## src/rtl/ysyx_22040895_pcu.sv

```systemverilog
// +--------------------------------------------------------------------------+
// | ysyx_22040895_pcu : program-counter sequencer (fetch/issue/exec loop).   |
// | Optional perf counters: define YSYX_22040895_PCU_PERF_EN.                |
// | Revision: 1.0                                                            |
// +--------------------------------------------------------------------------+
`default_nettype none

module ysyx_22040895_pcu #(
  parameter int              XLEN     = 64,
  parameter logic [XLEN-1:0] RESET_PC = XLEN'(64'h0000_0000_8000_0000),
  parameter int              INST_W   = 32
) (
  input  logic              clk,
  input  logic              rst,
  output logic              ifu_req_valid_o,
  input  logic              ifu_req_ready_i,
  output logic [XLEN-1:0]   ifu_req_addr_o,
  input  logic              ifu_rsp_valid_i,
  input  logic [INST_W-1:0] ifu_rsp_inst_i,
  input  logic              ifu_rsp_err_i,
  output logic              idu_inst_valid_o,
  input  logic              idu_inst_ready_i,
  output logic [INST_W-1:0] idu_inst_o,
  output logic [XLEN-1:0]   idu_pc_o,
  input  logic              exu_done_i,
  input  logic              jump_branch_i,
  input  logic [XLEN-1:0]   dnpc_i,
  input  logic              trap_i,
  input  logic              mret_i,
  input  logic [XLEN-1:0]   mtvec_i,
  input  logic [XLEN-1:0]   mepc_i,
`ifdef YSYX_22040895_PCU_PERF_EN
  output logic [XLEN-1:0]   perf_retired_o,
  output logic [XLEN-1:0]   perf_taken_o,
  output logic [XLEN-1:0]   perf_fault_o,
`endif
  output logic              fault_o,
  output logic [1:0]        fault_cause_o
);

  typedef enum logic [2:0] {
    S_IDLE     = 3'd0,
    S_FETCH    = 3'd1,
    S_WAIT_RSP = 3'd2,
    S_ISSUE    = 3'd3,
    S_EXEC     = 3'd4
  } state_t;

  localparam logic [1:0] c_CAUSE_NONE  = 2'b00;
  localparam logic [1:0] c_CAUSE_FETCH = 2'b01;
  localparam logic [1:0] c_CAUSE_ALIGN = 2'b10;

  state_t            r_state;
  logic [XLEN-1:0]   r_pc;
  logic              r_req_valid;
  logic              r_idu_valid;
  logic [INST_W-1:0] r_inst;
  logic [XLEN-1:0]   r_idu_pc;
  logic              r_fault;
  logic [1:0]        r_fault_cause;

  logic              w_sel_branch;
  logic              w_misaligned;
  logic [XLEN-1:0]   w_next_pc;

  // Branch target only counts when no trap/mret overrides it.
  always_comb begin
    w_sel_branch = jump_branch_i && !trap_i && !mret_i;
    w_misaligned = w_sel_branch && (dnpc_i[1:0] != 2'b00);
    w_next_pc    = r_pc + XLEN'(4);
    if (trap_i)            w_next_pc = mtvec_i;
    else if (mret_i)       w_next_pc = mepc_i;
    else if (w_misaligned) w_next_pc = mtvec_i;
    else if (w_sel_branch) w_next_pc = dnpc_i;
  end

  always_ff @(posedge clk or posedge rst) begin
    if (rst) begin
      r_state       <= S_IDLE;
      r_pc          <= RESET_PC;
      r_req_valid   <= 1'b0;
      r_idu_valid   <= 1'b0;
      r_inst        <= '0;
      r_idu_pc      <= '0;
      r_fault       <= 1'b0;
      r_fault_cause <= c_CAUSE_NONE;
    end else begin
      r_fault       <= 1'b0;
      r_fault_cause <= c_CAUSE_NONE;
      case (r_state)
        S_IDLE: begin
          r_state     <= S_FETCH;
          r_req_valid <= 1'b1;
        end
        S_FETCH: begin
          if (ifu_req_ready_i) begin
            r_req_valid <= 1'b0;
            r_state     <= S_WAIT_RSP;
          end
        end
        S_WAIT_RSP: begin
          if (ifu_rsp_valid_i) begin
            if (ifu_rsp_err_i) begin
              r_pc          <= mtvec_i;
              r_fault       <= 1'b1;
              r_fault_cause <= c_CAUSE_FETCH;
              r_req_valid   <= 1'b1;
              r_state       <= S_FETCH;
            end else begin
              r_inst      <= ifu_rsp_inst_i;
              r_idu_pc    <= r_pc;
              r_idu_valid <= 1'b1;
              r_state     <= S_ISSUE;
            end
          end
        end
        S_ISSUE: begin
          if (idu_inst_ready_i) begin
            r_idu_valid <= 1'b0;
            r_state     <= S_EXEC;
          end
        end
        S_EXEC: begin
          if (exu_done_i) begin
            r_pc        <= w_next_pc;
            r_req_valid <= 1'b1;
            r_state     <= S_FETCH;
            if (w_misaligned) begin
              r_fault       <= 1'b1;
              r_fault_cause <= c_CAUSE_ALIGN;
            end
          end
        end
        default: begin
          r_state     <= S_IDLE;
          r_req_valid <= 1'b0;
          r_idu_valid <= 1'b0;
        end
      endcase
    end
  end

`ifdef YSYX_22040895_PCU_PERF_EN
  logic [XLEN-1:0] r_perf_retired;
  logic [XLEN-1:0] r_perf_taken;
  logic [XLEN-1:0] r_perf_fault;
  logic            w_exec_done;
  logic            w_fetch_fault;

  assign w_exec_done   = (r_state == S_EXEC) && exu_done_i;
  assign w_fetch_fault = (r_state == S_WAIT_RSP) && ifu_rsp_valid_i && ifu_rsp_err_i;

  // Counters advance on the same edge that raises the corresponding fault pulse.
  always_ff @(posedge clk or posedge rst) begin
    if (rst) begin
      r_perf_retired <= '0;
      r_perf_taken   <= '0;
      r_perf_fault   <= '0;
    end else begin
      if (w_exec_done)
        r_perf_retired <= r_perf_retired + XLEN'(1);
      if (w_exec_done && w_sel_branch && !w_misaligned)
        r_perf_taken <= r_perf_taken + XLEN'(1);
      if (w_fetch_fault || (w_exec_done && w_misaligned))
        r_perf_fault <= r_perf_fault + XLEN'(1);
    end
  end

  assign perf_retired_o = r_perf_retired;
  assign perf_taken_o   = r_perf_taken;
  assign perf_fault_o   = r_perf_fault;
`endif

  assign ifu_req_valid_o  = r_req_valid;
  assign ifu_req_addr_o   = r_pc;
  assign idu_inst_valid_o = r_idu_valid;
  assign idu_inst_o       = r_inst;
  assign idu_pc_o         = r_idu_pc;
  assign fault_o          = r_fault;
  assign fault_cause_o    = r_fault_cause;

endmodule

`default_nettype wire
```

## config.mk

```make
export PLATFORM = sky130hd
export DESIGN_NAME = ysyx_22040895_pcu
export DESIGN_NICKNAME = d
export VERILOG_FILES = /design/src/rtl/ysyx_22040895_pcu.sv
export SDC_FILE = /design/constraint.sdc
export NUM_CORES = 1
export LEC_CHECK = 0
export CAP_MARGIN = 20
export CORE_MARGIN = 1.5
export CORE_UTILIZATION = 40
export CTS_CLUSTER_SIZE = 10
export DETAILED_ROUTE_END_ITERATION = 10
export PLACE_DENSITY = 0.8
export SLEW_MARGIN = 20
export SYNTH_ARGS = -nofsm -noshare
export SYNTH_HDL_FRONTEND = slang
export SYNTH_SLANG_ARGS = --single-unit
```

## constraint.sdc

```tcl
create_clock -name clk -period 5.4 [get_ports clk]
set_clock_uncertainty 0.15 [all_clocks]
set_input_delay 0.54 -clock clk [delete_from_list [all_inputs] [get_ports clk]]
set_output_delay 0.54 -clock clk [all_outputs]
set_load 0.05 [all_outputs]
```

==> flow_metrics.tcl, run 1 <==
set metrics [dict create \
    cts_buffer_depth 2 \
    syn_area_per_cell_um2 9.26 \
    fin_crit_ns 3.37 \
    ir_worst_vdd_mv 0.409 \
    yosysUniqueCellTypes 71 \
    synth_top_cell_area_share_pct 42.9 \
    tightest_slew_ns 1.12 \
    dr.pass1.iters 7 \
    ys.flop_type "dfrtp_1" \
    hold_viol 0 \
    place_area_um2 14000 \
    vias 10815 \
    rsz0062_at_grt "no" \
    cp_max_fo 24 \
    drt-total-wl_um 40900 \
    cts.reportedPaths.clkPinSlew_ns 0.08 \
    powerDensity_nw_per_um2 589 \
    dpl.hpwl_um 29200 \
    ys_seq_area_share_pct 43.2 \
    antenna_found_initial 7 \
    max_cap_violations 0 \
    grt_pass1_wl_um 62300 \
    hold_path_class "register to register" \
    synth-async-reset-ratio_pct 100 \
    start_kind "register" \
    ctsHtreeMaxLevel 4 \
    hold_start "idu_pc_o[34]$_DFFE_PP0P_" \
    core_um2 23700 \
    clk_latency_ns 0.44 \
    wire_per_inst_um 23.5 \
    critical_path_arrival_ns 3.50 \
    max_freq_mhz 297 \
    area_delta_synth_final_pct 50.2 \
    synth.top_cells.by_count "dfrtp_1 (167), nand2_1 (100), mux2_2 (91)" \
    worstReg2RegStart "r_state[0]$_DFFE_PP0P_" \
    finalSetupViolCount 0 \
    cts_inserted_buffers 17 \
    dieArea_um2 25300 \
    slew_headroom_pct 25.0 \
    synth_cells 1052 \
    place_congestion 0.877 \
    routed_via_density 6.22 \
    drive_gt1_share_pct 12.1 \
    crit_start "r_state[0]$_DFFE_PP0P_" \
    cts_root_buf "clkbuf_16" \
    synth.most_common_cell "dfrtp_1" \
    drt_iter0_markers 1197 \
    pin_count 399 \
    synthesis.area_um2 9740 \
    grt_start_max_net_pins 90 \
    fin_setup_tns_ns 0 \
    die_x_um 159 \
    start_util_pct 41.1 \
    cts_sinks 168 \
    status "complete, no violations" \
    ant_nets 0 \
    crit_type "register to register" \
    grt_overflow_total 0 \
    fin_crit_sh_pct 62.4 \
    nets 1637 \
    cp-end-kind "register" \
    postCtsSetupBuffers 0 \
    p_leak_nw 5.78 \
    grt_pass1_vias 10633 \
    required_ns 5.53 \
    yosys_warnings 0 \
    portBuffers 398 \
    synthTopCellsByArea "dfrtp_1 (43%), mux2_2 (11%), o21ai_0 (4.4%), nand2_1 (3.9%), a21oi_1 (3.7%)" \
    synthesis.nets 1287 \
    finalInstanceArea_um2 14600 \
    synth_largest_area_cell "dfrtp_1" \
    grt_usage_pct 31.5 \
    drv_slew 0 \
    route.detailed.drc 0 \
    cts_tree "yes" \
    hold_buffers 0 \
    die_y_um 159 \
    rows 56 \
    post_cts_resized 0 \
    synth_edf_count 0 \
    ys_seq_elements 168 \
]
[cell families (layout without fill, tap and decap cells)]
| group | after synthesis | count (layout) | synth area share, % |
|---|---|---|---|
| AOI/OAI and AO/OA | 331 | 331 | 22.4 |
| muxes | 97 | 97 | 11.1 |
| and+or+nand+nor | 342 | 342 | 18.0 |
| adders and majority gates | 1 | 1 | 0.128 |
| other | 0 | 6 | 0 |
| xor gates and xnor gates | 15 | 15 | 1.35 |
| DFF | 168 | 168 | 43.2 |
| buffers and inverters | 98 | 461 | 3.89 |
[registers in the layout (all words and copies together), names as in the netlist]
register	flops
fault_cause_o	2
idu_inst_o	32
ifu_req_addr_o	64
fault_o	1
ifu_req_valid_o	1
r_state	3
idu_inst_valid_o	1
idu_pc_o	64
[per-stage QoR]
stage	power (mW)	setup slack (ns)	std cells	hold slack, ns	utilization (%)
5_1_grt	8.94	1.95	1740	0.361	61.8
2_1_floorplan	5.45	0.165	1052	0.426	-
3_3_place_gp	7.19	1.99	1701	0.312	59.0
6_report	8.62	2.03	1740	0.338	61.8
4_1_cts	8.61	2.13	1733	0.339	61.6
3_5_place_dp	7.30	1.93	1701	0.325	59.0
[where the power goes]
| part | total (mW) | switching (mW) | internal (mW) |
|---|---|---|---|
| registers | 2.55 | 0.700 | 1.85 |
| logic | 4.77 | 3.04 | 1.73 |
| clock network | 1.30 | 0.592 | 0.710 |
| total | 8.62 | 4.33 | 4.29 |
[cell usage in the layout (no fill, tap or decap), types with 19 or more instances in the layout]
cell             count
clkdlybuf4s50_1    397
nor3_1              41
nor2_1              52
nand2_1            100
nand3_1             43
dfrtp_1            167
o21ai_0             84
a21oi_1             70
and3_1              19
mux2_2              91
[layer usage]
layer | global-route usage [%] | part of all wire (%) | wire length [um] | up-vias
met2 | 51.6 | 48 | 19500 | 807
li1 | - | - | - | 4687
met3 | 7.11 | 9.7 | 3980 | 129
met1 | 39.6 | 39 | 15900 | 5192
met5 | 0 | 0 | 0 | -
met4 | 14.9 | 3.9 | 1580 | 0
[final timing paths]
kind                       depth (start not counted)  slack, ns                              to
max                                                8       2.03  ifu_req_addr_o[22]$_DFFE_PP0P_
min                                                2       0.34        idu_pc_o[34]$_DFFE_PP0P_
max reg2reg                                        8       2.03  ifu_req_addr_o[22]$_DFFE_PP0P_
min reg2reg                                        2       0.34        idu_pc_o[34]$_DFFE_PP0P_
max in group asynchronous                          3       3.72        idu_pc_o[44]$_DFFE_PP0P_
min in group asynchronous                          2       0.42         idu_pc_o[1]$_DFFE_PP0P_
[final cells by class]
cell class	instances	area, um^2
Sequential cell	168	4210
Multi-Input combinational cell	786	5210
Clock buffer	19	443
Inverter	13	53.8
Clock inverter	13	163
Tap cell	319	399
Fill cell	1997	9050
Antenna cell	6	15.0
Timing Repair Buffer	416	4150
[worst max-delay path, cell delays in order (launching register included)]
cell and delay [ns]:
dfrtp_1 0.56, nor3b_1 0.27, buf_4 0.24, nand2_1 0.68
buf_4 0.49, a21boi_0 0.39, a211oi_1 0.10, o21ai_0 0.21
o31ai_1 0.11
(Power assumes the default switching activity.)
==> run 2: changes to the inputs <==
- CORE_AREA: unset -> 2 2 157 159
- CORE_MARGIN: 1.5 -> unset
- CORE_UTILIZATION: 40 -> unset
- DIE_AREA: unset -> 0 0 159 161
- PLACE_DENSITY: 0.8 -> 0.79
- clock period: 5.4 -> 3.3 ns (I/O delays scaled with it)
==> run 2 against run 1 <==
Compared with the run above:
- via count is 0.51% lower
- design area is 1.5% higher
- global-route usage is 0.72 points lower
- critical path type unchanged
- critical endpoint is now ifu_req_addr_o[54]$_DFFE_PP0P_
- largest cell class unchanged
- highest routed layer unchanged
==> flow_metrics.tcl, run 2 (same netlist as run 1, synthesis figures left out) <==
set metrics [dict create \
    status "complete, no violations" \
    postCtsSetupBuffers 0 \
    die_y_um 161 \
    start_kind "register" \
    core_um2 24000 \
    grt_overflow_total 0 \
    cp_max_fo 9 \
    cts_buffer_depth 2 \
    rows 57 \
    worstReg2RegStart "ifu_req_addr_o[21]$_DFFE_PP0P_" \
    wire_per_inst_um 22.8 \
    hold_viol 0 \
    ir_worst_vdd_mv 0.764 \
    fin_crit_sh_pct 91.8 \
    drive_gt1_share_pct 13.8 \
    area_delta_synth_final_pct 52.5 \
    dpl.hpwl_um 29500 \
    drv_slew 0 \
    cts_root_buf "clkbuf_16" \
    routed_via_density 6.09 \
    cp-end-kind "register" \
    hold_path_class "input port to asynchronous set/reset pin" \
    critical_path_arrival_ns 3.20 \
    portBuffers 398 \
    fin_crit_ns 3.03 \
    seqCellArea_um2 4210 \
    nets 1665 \
    vias 10760 \
    ant_nets 0 \
    fillers 1976 \
    cts_tree "yes" \
    pre_cts_slack_ns 0.266 \
    drt-total-wl_um 40300 \
    cts_sinks 168 \
    slew_headroom_pct 33.7 \
    tightest_slew_ns 0.993 \
    top_layer_used "met4" \
    layout_common_cells "clkdlybuf4s50_1 (397), dfrtp_1 (167), nand2_1 (100)" \
    met2_length_um 19200 \
    die_x_um 159 \
    clk_latency_ns 0.43 \
    max_cap_violations 0 \
    place_area_um2 14300 \
    mostFrequentLayoutCell "clkdlybuf4s50_1" \
    powerDensity_nw_per_um2 948 \
    place_congestion 0.903 \
    required_ns 3.47 \
    start_util_pct 40.7 \
    dr.pass1.iters 5 \
    post_cts_resized 0 \
    drt-met1-wl_um 15500 \
    grt_start_max_net_pins 91 \
    route.detailed.drc 0 \
    max_freq_mhz 330 \
    crit_type "register to register" \
    fin_setup_tns_ns 0 \
    cts.reportedPaths.clkPinSlew_ns 0.08 \
    place_inst 1735 \
    grt_pass1_vias 10816 \
    instances_no_fill 1768 \
    multi_input_area_um2 5210 \
    crit_start "ifu_req_addr_o[21]$_DFFE_PP0P_" \
    grt_usage_pct 30.8 \
    pin_count 399 \
    finalInstanceArea_um2 14900 \
    p_leak_nw 5.92 \
    cts_inserted_buffers 17 \
    dieArea_um2 25600 \
    rsz0062_at_grt "no" \
    finalSetupViolCount 0 \
    ctsHtreeMaxLevel 4 \
    hold_buffers 0 \
    grt_pass1_wl_um 62000 \
    finalWorstSetupSlack_ns 0.272 \
    route.met3.wl_um 3800 \
    antenna_found_initial 1 \
    drt_iter0_markers 1070 \
]
run 2: changes by cell type in the layout (fill, tap and decap cells not counted), moves of 2 or more:
cell,delta
buf_4,+24
buf_12,+5
diode_2,-5
inv_8,+3
bufinv_16,-2
clkinv_4,-2
clkinv_8,+2
clkinvlp_4,+2
run 2: where the power goes:
part / switching (mW) / internal (mW)
clock network: 1.01 / 1.02
registers: 1.03 / 3.03
logic: 5.07 / 2.92
run 2: path summary, 6_finish.rpt:
path / slack [ns] / end / cells after the start
max in group asynchronous: 1.95 / ifu_req_addr_o[31]$_DFFE_PP1P_ / 3
min in group clk: 0.33 / idu_pc_o[54]$_DFFE_PP0P_ / 2
hold reg to reg: 0.33 / idu_pc_o[54]$_DFFE_PP0P_ / 2
hold / removal: 0.14 / idu_inst_o[29]$_DFFE_PP0P_ / 2
setup reg to reg: 0.27 / ifu_req_addr_o[54]$_DFFE_PP0P_ / 6
setup / recovery: 0.27 / ifu_req_addr_o[54]$_DFFE_PP0P_ / 6
run 2: metrics by stage:
| stage | power [mW] | utilization, % | hold slack [ns] |
|---|---|---|---|
| 2_1_floorplan | 8.92 | - | 0.289 |
| 3_3_place_gp | 11.9 | 59.6 | 0.313 |
| 3_5_place_dp | 12.0 | 59.6 | 0.321 |
| 4_1_cts | 14.1 | 62.0 | 0.141 |
| 5_1_grt | 14.7 | 62.0 | 0.160 |
| 6_report | 14.1 | 62.0 | 0.142 |
run 2: worst max-delay path, stage by stage, from the launching register on:
cell,delay [ns]
dfrtp_1,0.47
nand4_2,0.18
or4_1,0.80
nor4b_4,0.64
and4_2,0.32
o21ai_0,0.09
a211oi_1,0.27
run 2: metal layers:
metal | track usage (%) | vias up
li1 | - | 4737
met1 | 39.0 | 5156
met2 | 51.7 | 751
met3 | 5.75 | 116
met4 | 13.9 | 0
met5 | 0 | -
run 2: layout make-up:
type / count / share of cell area, %
Clock buffer: 18 / 2.89
Sequential cell: 168 / 28.3
Inverter: 13 / 0.354
Timing Repair Buffer: 444 / 29.6
Antenna cell: 1 / 0.0168
Clock inverter: 14 / 1.04
Tap cell: 324 / 2.73
Multi-Input combinational cell: 786 / 35.1
